<file path="config.mk">
export PLATFORM = sky130hd
export DESIGN_NAME = retro_catc_stall_bridge
export DESIGN_NICKNAME = d
export VERILOG_FILES = /design/src/rtl/retro_catc_stall_bridge.sv
export SDC_FILE = /design/constraint.sdc
export NUM_CORES = 1
export LEC_CHECK = 0
export CAP_MARGIN = 20
export CORE_UTILIZATION = 45
export DETAILED_ROUTE_END_ITERATION = 10
export PLACE_DENSITY = 0.8
export SYNTH_ARGS = -nofsm -noshare
export SYNTH_HDL_FRONTEND = slang
export SYNTH_SLANG_ARGS = --single-unit
</file>
<file path="constraint.sdc">
create_clock -name Clk -period 2.3 [get_ports Clk]
set_input_delay 0.23 -clock Clk [delete_from_list [all_inputs] [get_ports Clk]]
set_output_delay 0.23 -clock Clk [all_outputs]
set_load 0.1 [all_outputs]
</file>
<file path="src/rtl/retro_catc_stall_bridge.sv">
// Core-side memory bridge: stalls the CATC tick while a read is outstanding.
// Optional stall statistics are built when RETRO_CATC_STALL_STATS_EN is defined.
module retro_catc_stall_bridge #(
    parameter int AddrBits      = 16,
    parameter int DataBits      = 8,
    parameter int TimeoutCycles = 4096
) (
    input  logic                Clk,
    input  logic                Reset,
    input  logic                ClkEn,
    input  logic                CoreReq,
    input  logic                CoreWrite,
    input  logic [AddrBits-1:0] CoreAddr,
    input  logic [DataBits-1:0] CoreWData,
    output logic [DataBits-1:0] CoreRData,
    output logic                Delay,
    output logic                MemReq,
    output logic                MemWrite,
    output logic [AddrBits-1:0] MemAddr,
    output logic [DataBits-1:0] MemWData,
    input  logic                MemAck,
    input  logic [DataBits-1:0] MemRData,
    output logic                TimedOut,
    output logic [31:0]         StallCycles,
    output logic [15:0]         StallEvents
);
    localparam int TW = $clog2(TimeoutCycles) + 1;
    localparam logic [TW-1:0] TLast = TW'(TimeoutCycles - 1);

    typedef enum logic [1:0] {IDLE, POST, READ, DRAIN} state_t;

    state_t              r_state;
    state_t              w_state_nxt;
    logic                r_pend_valid;
    logic                w_pend_nxt;
    logic                r_pend_write;
    logic [AddrBits-1:0] r_pend_addr;
    logic [DataBits-1:0] r_pend_wdata;
    logic                r_mem_req;
    logic                r_mem_write;
    logic [AddrBits-1:0] r_mem_addr;
    logic [DataBits-1:0] r_mem_wdata;
    logic [DataBits-1:0] r_rdata;
    logic                r_delay;
    logic                r_timed_out;
    logic [TW-1:0]       r_tcnt;

    logic                w_acc;
    logic                w_slot;
    logic                w_in_read;
    logic                w_issue_pend;
    logic                w_issue_new;
    logic                w_issue;
    logic                w_park;
    logic                w_read_done;
    logic                w_fin;
    logic                w_timeout;
    logic                w_delay_nxt;
    logic                w_iss_write;
    logic [AddrBits-1:0] w_iss_addr;
    logic [DataBits-1:0] w_iss_wdata;

    assign w_acc       = ClkEn & CoreReq;
    assign w_slot      = (r_state == POST) | (r_state == DRAIN);
    assign w_in_read   = (r_state == READ);

    // Event decode; every term below is mutually exclusive.
    assign w_issue_pend = w_slot & MemAck & r_pend_valid;
    assign w_issue_new  = ((r_state == IDLE) & w_acc)
                        | (w_slot & MemAck & ~r_pend_valid & w_acc);
    assign w_park       = w_slot & ~MemAck & ~r_pend_valid & w_acc;
    assign w_read_done  = w_in_read & MemAck;
    assign w_fin        = (w_slot & MemAck & ~r_pend_valid & ~w_acc)
                        | w_read_done;
    assign w_timeout    = w_in_read & ~MemAck & (r_tcnt == TLast);
    assign w_issue      = w_issue_pend | w_issue_new;

    assign w_iss_write = w_issue_pend ? r_pend_write : CoreWrite;
    assign w_iss_addr  = w_issue_pend ? r_pend_addr  : CoreAddr;
    assign w_iss_wdata = w_issue_pend ? r_pend_wdata : CoreWData;

    always_comb begin
        w_state_nxt = r_state;
        w_pend_nxt  = r_pend_valid;
        unique case (1'b1)
            w_issue_pend: begin
                w_state_nxt = r_pend_write ? POST : READ;
                w_pend_nxt  = 1'b0;
            end
            w_issue_new: w_state_nxt = CoreWrite ? POST : READ;
            w_park:      w_pend_nxt  = 1'b1;
            w_fin:       w_state_nxt = IDLE;
            w_timeout:   w_state_nxt = DRAIN;
            default: ;
        endcase
    end

    assign w_delay_nxt = (w_state_nxt == READ) | w_pend_nxt;

    always_ff @(posedge Clk) begin
        if (Reset) begin
            r_state      <= IDLE;
            r_pend_valid <= 1'b0;
            r_pend_write <= 1'b0;
            r_pend_addr  <= '0;
            r_pend_wdata <= '0;
            r_mem_req    <= 1'b0;
            r_mem_write  <= 1'b0;
            r_mem_addr   <= '0;
            r_mem_wdata  <= '0;
            r_rdata      <= '0;
            r_delay      <= 1'b0;
            r_timed_out  <= 1'b0;
            r_tcnt       <= '0;
        end else begin
            r_state      <= w_state_nxt;
            r_pend_valid <= w_pend_nxt;
            r_delay      <= w_delay_nxt;
            if (w_park) begin
                r_pend_write <= CoreWrite;
                r_pend_addr  <= CoreAddr;
                r_pend_wdata <= CoreWData;
            end
            if (w_issue) begin
                r_mem_req   <= 1'b1;
                r_mem_write <= w_iss_write;
                r_mem_addr  <= w_iss_addr;
                r_mem_wdata <= w_iss_wdata;
                r_tcnt      <= '0;
            end else begin
                if (w_fin) begin
                    r_mem_req <= 1'b0;
                end
                if (w_in_read) begin
                    r_tcnt <= r_tcnt + TW'(1);
                end
            end
            // An ack in the timeout cycle wins: w_timeout excludes MemAck.
            if (w_read_done) begin
                r_rdata <= MemRData;
            end else if (w_timeout) begin
                r_rdata     <= '1;
                r_timed_out <= 1'b1;
            end
        end
    end

    assign CoreRData = r_rdata;
    assign Delay     = r_delay;
    assign MemReq    = r_mem_req;
    assign MemWrite  = r_mem_write;
    assign MemAddr   = r_mem_addr;
    assign MemWData  = r_mem_wdata;
    assign TimedOut  = r_timed_out;

`ifdef RETRO_CATC_STALL_STATS_EN
    logic [31:0] r_stall_cycles;
    logic [15:0] r_stall_events;

    always_ff @(posedge Clk) begin
        if (Reset) begin
            r_stall_cycles <= '0;
            r_stall_events <= '0;
        end else begin
            if (r_delay && (r_stall_cycles != '1)) begin
                r_stall_cycles <= r_stall_cycles + 32'd1;
            end
            if (w_delay_nxt && !r_delay && (r_stall_events != '1)) begin
                r_stall_events <= r_stall_events + 16'd1;
            end
        end
    end

    assign StallCycles = r_stall_cycles;
    assign StallEvents = r_stall_events;
`else
    assign StallCycles = '0;
    assign StallEvents = '0;
`endif

endmodule

</file>
==> results.tsv, run 1 <==
metric	value	unit
status	finished clean	
First-pass DRT Iterations	4	
unrepaired setup endpoints after global routing	no	
Post-synth top flop	dfxtp_1	
CTS tree	yes	
asr flop ratio synth	0	%
critical path class	reg2reg	
Setup Buffers After CTS	0	
syn_area_per_cell	8.14	sq um
net switching share of the total power	35.2	%
DR iter-0 viols	103	
clk_lat worst skew	0.34	ns
post-synthesis cell count	433	
Worst Path Arrival	1.99	ns
drt total wl	7.63	mm
Setup Viol. Count Final	0	
Tightest Hold Check Type	in2reg	
via/cell ratio	4.91	
Clock Sinks	77	
Worst Hold Depth	4	
Post-Synthesis Cell Area	3530	sq um
Clk pwr share	34.2	%
synth top area cells	dfxtp_1 (44%), nand2_1 (11%), buf_4 (10%)	
layout cells sized above 1	14.7	%
vias in the first global route	2787	
WHS	0.448	ns
area leader, netlist	dfxtp_1	
synth warn	0	
global-route wire length before repair	12.9	mm
final hold vios	0	
CP max FO	8	
Nets	539	
share of the synthesized area in the top cell type	43.7	%
grt ovf	0	
setup_tns	0	ns
Critical Path Source Type	register	
crit path time final	1.74	ns
antenna violation net count after detailed routing	0	
Int Power	2.15	mW
MaxCap Viol Count	0	
Seq/Total Area, Yosys	43.7	%
cts hold-fix bufs	0	
Comb power frac	23.9	%
Final Wtd Congestion	0.824	
HPWL after DPL	5.25	mm
# DRC	0	
initial core utilization	47.6	%
synthesis-to-layout area growth	21.8	%
Die Wd	90.5	microns
Critical Path Max Stage Delay	0.40	ns
diode count	0	
depth of the CTS H-tree	3	
P_sw	1.17	mW
Slowest cell on crit path	o31a_4	
CP Data Required Time	2.56	ns
EDFF count, synth	0	
total track usage	19.3	%
CTS clk-pin slew, worst paths	0.08	ns
Die Area	8190	sq um
relative slew slack	62.3	%
FF+latch count, synth	77	
die height	90.5	microns
Cell variety after synth	45	
largest net degree at the start of global routing	49	
Pwr per Cell Area	771	nW/um^2
clk buf depth	2	
Slew @ Worst Pin	0.560	ns
TritonCTS Buffers	9	
RR Startpoint	r_tcnt[0]	
reg-to-reg slack, setup	0.56	ns
min-delay src	Reset	
CP Capture Type	register	
worst-path cell chain	ha_1 -> nand4b_4 -> or2_4 -> o31a_4 -> a211oi_2	
worst-case clock skew	0.00542	ns
# resized after CTS	0	
Pleak	1.68	nW
Worst IR Drop VDD	424	uV
Port Buf Inserts	73	
antenna violations before repair	0	
Worst R2R Path Depth	5	
Root Driver	clkbuf_8	
crit share post-route	75.5	%
io pins	122	
worst r2r dst	CoreRData[6]	
Rows	31	
via count	2966	
routed len/inst	12.6	microns
WHS Endpoint	MemAddr[8]	
max-slew violations	0	
Core ar.	7410	sq um
sequential share of power	41.9	%
Achievable Freq	576	MHz
-- worst max path at each step --
| stage | start | endpoint | slack (ns) |
|---|---|---|---|
| after floorplan | r_tcnt[0] | CoreRData[0] | 0.70 |
| after global placement | ClkEn | r_pend_addr[14] | 0.32 |
| after detailed placement | CoreReq | r_pend_addr[13] | 0.28 |
| after CTS | r_tcnt[0] | CoreRData[6] | 0.56 |
| after global routing | r_state[0] | MemWData[6] | 0.40 |
| final | r_tcnt[0] | CoreRData[6] | 0.56 |
-- flip-flops by register name, indices dropped and copies added, names as in the netlist --
| name | count |
|---|---|
| CoreRData | 8 |
| r_pend_addr | 16 |
| r_tcnt | 13 |
| r_state | 2 |
| TimedOut | 1 |
| MemAddr | 16 |
| r_pend_wdata | 8 |
| Delay | 1 |
| r_pend_write | 1 |
| MemWData | 8 |
| MemReq | 1 |
| r_pend_valid | 1 |
| MemWrite | 1 |
-- through the flow --
stage | power [mW] | cell area [sq um] | instances | utilization (%) | worst slack [ns]
3_3_place_gp | 2.20 | 4070 | 588 | 55.0 | 0.322
2_1_floorplan | 2.12 | 3700 | 480 | - | 0.697
4_1_cts | 3.34 | 4300 | 604 | 58.0 | 0.559
3_5_place_dp | 2.21 | 4070 | 588 | 55.0 | 0.277
6_report | 3.31 | 4300 | 604 | 58.0 | 0.564
5_1_grt | 3.43 | 4300 | 604 | 58.0 | 0.400
-- cells in the mapped netlist (7+ instances only) --
cell type and n:
buf_2 8, o21ai_0 16, xnor2_1 7, inv_1 13, a211oi_2 8, a311oi_1 9
buf_4 49, a21oi_1 29, nor2_1 33, dfxtp_1 77, clkbuf_1 13, a31oi_1 16
nand2_1 108
-- layer usage --
metal  share of wire, %  wire length (microns)  vias to the layer above  GRT usage, %
li1                   -                      -                     1486             -
met1                 43                   3260                     1353          23.5
met2                 49                   3740                      113          32.5
met3                6.6                    506                       14          5.72
met4                1.6                    124                        0          5.78
met5                  0                      0                        -             0
-- cells in the final DEF, fill, tap and decap left out, types with 2 or more instances in the layout --
cell type,instances
nand2_1,108
dfxtp_1,77
conb_1,48
buf_4,43
clkdlybuf4s50_1,36
nor2_1,33
a21oi_1,29
o21ai_0,16
a31oi_1,16
inv_1,13
clkbuf_8,10
a311oi_1,9
a211oi_2,8
xnor2_1,7
nand3_1,3
o22ai_1,3
nor3_1,3
nor4_1,3
xor2_1,3
nand3b_1,2
or2_1,2
nand4_1,2
a211oi_1,2
a21o_1,2
bufinv_16,2
-- power by group through the flow --
stage	Sequential [mW]	Clock (mW)	Combinational [mW]
floorplan	1.62	0	0.508
global placement	1.42	0	0.788
detailed placement	1.42	0	0.792
CTS	1.39	1.16	0.793
global route	1.39	1.22	0.820
finish	1.39	1.13	0.793
-- area by class of cell --
class,instances,area [sq um]
inverters,13,48.8
fillers,659,3110
clock inverters,5,82.6
multi-input cells,318,1650
clock buffers,11,141
well taps,99,124
flip-flops and latches,77,1540
repair buffers,81,708
-- worst max-delay path: cells and delay by family, from the launching register on --
kind	cells	cell delay (ns)
AO/OA/AOI/OAI	2	0.63
adder cells (fa/ha/maj)	1	0.25
AND/OR/NAND/NOR	2	0.40
flip-flops	1	0.37
-- cells by family after synthesis --
group,count (synthesis),synth area share [%]
simple gates,167,20.8
compound gates,91,17.5
buf+inv,85,14.8
flops,77,43.7
xor+xnor,10,2.48
fa+ha+maj,1,0.355
other cells,1,0.106
mux,1,0.284
No activity file was read; power rests on OpenSTA's default activity.
==> run 2, diff against run 1 <==
clock period = 1.6 ns   (was 2.3 ns; I/O delays follow)
==> run 2 against run 1 <==
Effect of this change: critical path depth increased by 1; routed wire length increased by 5.2%; first-iteration DRC count increased by 44%; sequential cell count unchanged; global-route usage increased by 0.71 points; total power increased by 39%; sequential power increased by 45%; hold slack got worse by 0.31 ns; combinational power increased by 61%; clock skew increased by 0.0028 ns; highest routed layer unchanged.
==> results.tsv, run 2 (synthesis gave the netlist of run 1 again) <==
metric	value	unit	change
status	finished clean		unchanged
vias in the first global route	2920		was 2787
Final Wtd Congestion	0.827		was 0.824
critical path class	reg2reg		unchanged
worst-case clock skew	0.00819	ns	was 0.00542 ns
HPWL after DPL	5.79	mm	was 5.25 mm
io pins	122		unchanged
DR iter-0 viols	148		was 103
Pleak	1.90	nW	was 1.68 nW
Fillers	597		was 659
layout cells sized above 1	20.5	%	was 14.7%
Total Power	4.61	mW	was 3.31 mW
CTS clk-pin slew, worst paths	0.08	ns	about the same
global-route wire length before repair	13.2	mm	was 12.9 mm
most common cell after layout, fill and taps aside	nand2_1		unchanged
Achievable Freq	638	MHz	was 576 MHz
Die Area	8190	sq um	unchanged
diode count	0		unchanged
largest net degree at the start of global routing	31		was 49
crit path time final	1.57	ns	was 1.74 ns
Setup Viol. Count Final	0		unchanged
Tightest Hold Check Type	in2reg		unchanged
unrepaired setup endpoints after global routing	yes		was no
depth of the CTS H-tree	3		unchanged
Worst R2R Path Depth	6		was 5
Port Buf Inserts	73		unchanged
CP Data Required Time	1.85	ns	was 2.56 ns
die height	90.5	microns	unchanged
grt ovf	0		unchanged
Critical Path Source Type	register		unchanged
Worst IR Drop VDD	495	uV	was 424 uV
min-delay src	Reset		unchanged
RR Startpoint	r_tcnt[1]		was r_tcnt[0]
worst setup margin	0.0338	ns	was 0.564 ns
clk_lat worst skew	0.36	ns	was 0.34 ns
First-pass DRT Iterations	5		was 4
final hold vios	0		unchanged
CP Capture Type	register		unchanged
WHS Endpoint	TimedOut		was MemAddr[8]
Worst Path Arrival	1.82	ns	was 1.99 ns
Core ar.	7410	sq um	unchanged
TritonCTS Buffers	9		unchanged
Rows	31		unchanged
Setup Buffers After CTS	0		unchanged
max-slew violations	0		unchanged
initial core utilization	47.6	%	unchanged
Clock Sinks	77		unchanged
via count	3113		was 2966
antenna violations before repair	0		unchanged
post-route core utilization	67.0	%	was 58.0%
CTS tree	yes		unchanged
Root Driver	clkbuf_8		unchanged
drt total wl	8.03	mm	was 7.63 mm
reg-to-reg slack, setup	0.03	ns	was 0.56 ns
clk buf depth	2		unchanged
CP max FO	3		was 8
total track usage	20.0	%	was 19.3%
routed len/inst	12.7	microns	was 12.6 microns
MaxCap Viol Count	0		unchanged
# DRC	0		unchanged
crit share post-route	97.9	%	was 75.5%
commonest non-fill, non-tap cells in the layout	nand2_1 (108), dfxtp_1 (73), conb_1 (48), buf_12 (40), clkdlybuf4s50_1 (36)		was nand2_1 (108), dfxtp_1 (77), conb_1 (48), buf_4 (43), clkdlybuf4s50_1 (36)
Worst Hold Depth	2		was 4
Nets	566		was 539
setup_tns	0	ns	unchanged
via/cell ratio	4.93		was 4.91
synthesis-to-layout area growth	40.9	%	was 21.8%
Die Wd	90.5	microns	unchanged
Pwr per Cell Area	929	nW/um^2	was 771 nW/um^2
antenna violation net count after detailed routing	0		unchanged
dpl ws	-0.204	ns	was 0.277 ns
worst r2r dst	Delay		was CoreRData[6]
-- run 2: cell type report --
class / instances / area, sq um / area share, %
clock buffers: 11 / 141 / 2.85
multi-input cells: 318 / 1670 / 33.7
well taps: 99 / 124 / 2.49
repair buffers: 108 / 1400 / 28.2
flip-flops and latches: 77 / 1550 / 31.1
inverters: 13 / 48.8 / 0.982
clock inverters: 5 / 35.0 / 0.705
-- run 2: report_power, final --
part	internal [mW]	total, mW	switching, mW
sequential	1.96	2.02	0.0526
combinational	0.324	1.28	0.954
clock	0.608	1.32	0.711
total	2.90	4.61	1.72
-- run 2: metrics by stage --
step,area [sq um],hold slack [ns],cells
finish,4970,0.141,631
global route,4970,0.133,631
CTS,4950,0.130,631
detailed placement,4770,0.444,615
global placement,4770,0.438,615
floorplan,3700,0.250,480
-- run 2: per-layer routing --
metal	GRT usage [%]	wire length (microns)	vias up
li1	-	-	1540
met1	23.0	3360	1455
met2	34.2	4070	106
met3	6.99	462	12
met4	6.72	146	0
met5	0	0	-
-- run 2: repair_timing --
action	in CTS	in global routing
hold buffers	0	0
endpoints found under the setup margin	9	12
gates resized for setup	2	5
pin swaps	1	1
-- run 2: how the worst max path moves through the flow --
stage / slack, ns / cells after the start / endpoint / startpoint
floorplan: 0.01 / 5 / CoreRData[0] / r_tcnt[0]
detailed placement: -0.20 / 6 / MemWData[4] / MemAck
CTS: 0.008 / 6 / Delay / r_tcnt[1]
finish: 0.03 / 6 / Delay / r_tcnt[1]
global route: -0.003 / 6 / Delay / r_tcnt[1]
global placement: -0.17 / 6 / Delay / MemAck
-- run 2: critical path: stages (launching register included) --
cell and delay [ns]:
dfxtp_2 0.36, ha_4 0.15, nand4b_4 0.10, nor4_1 0.44, buf_4 0.20, a211oi_1 0.05
a21o_1 0.17
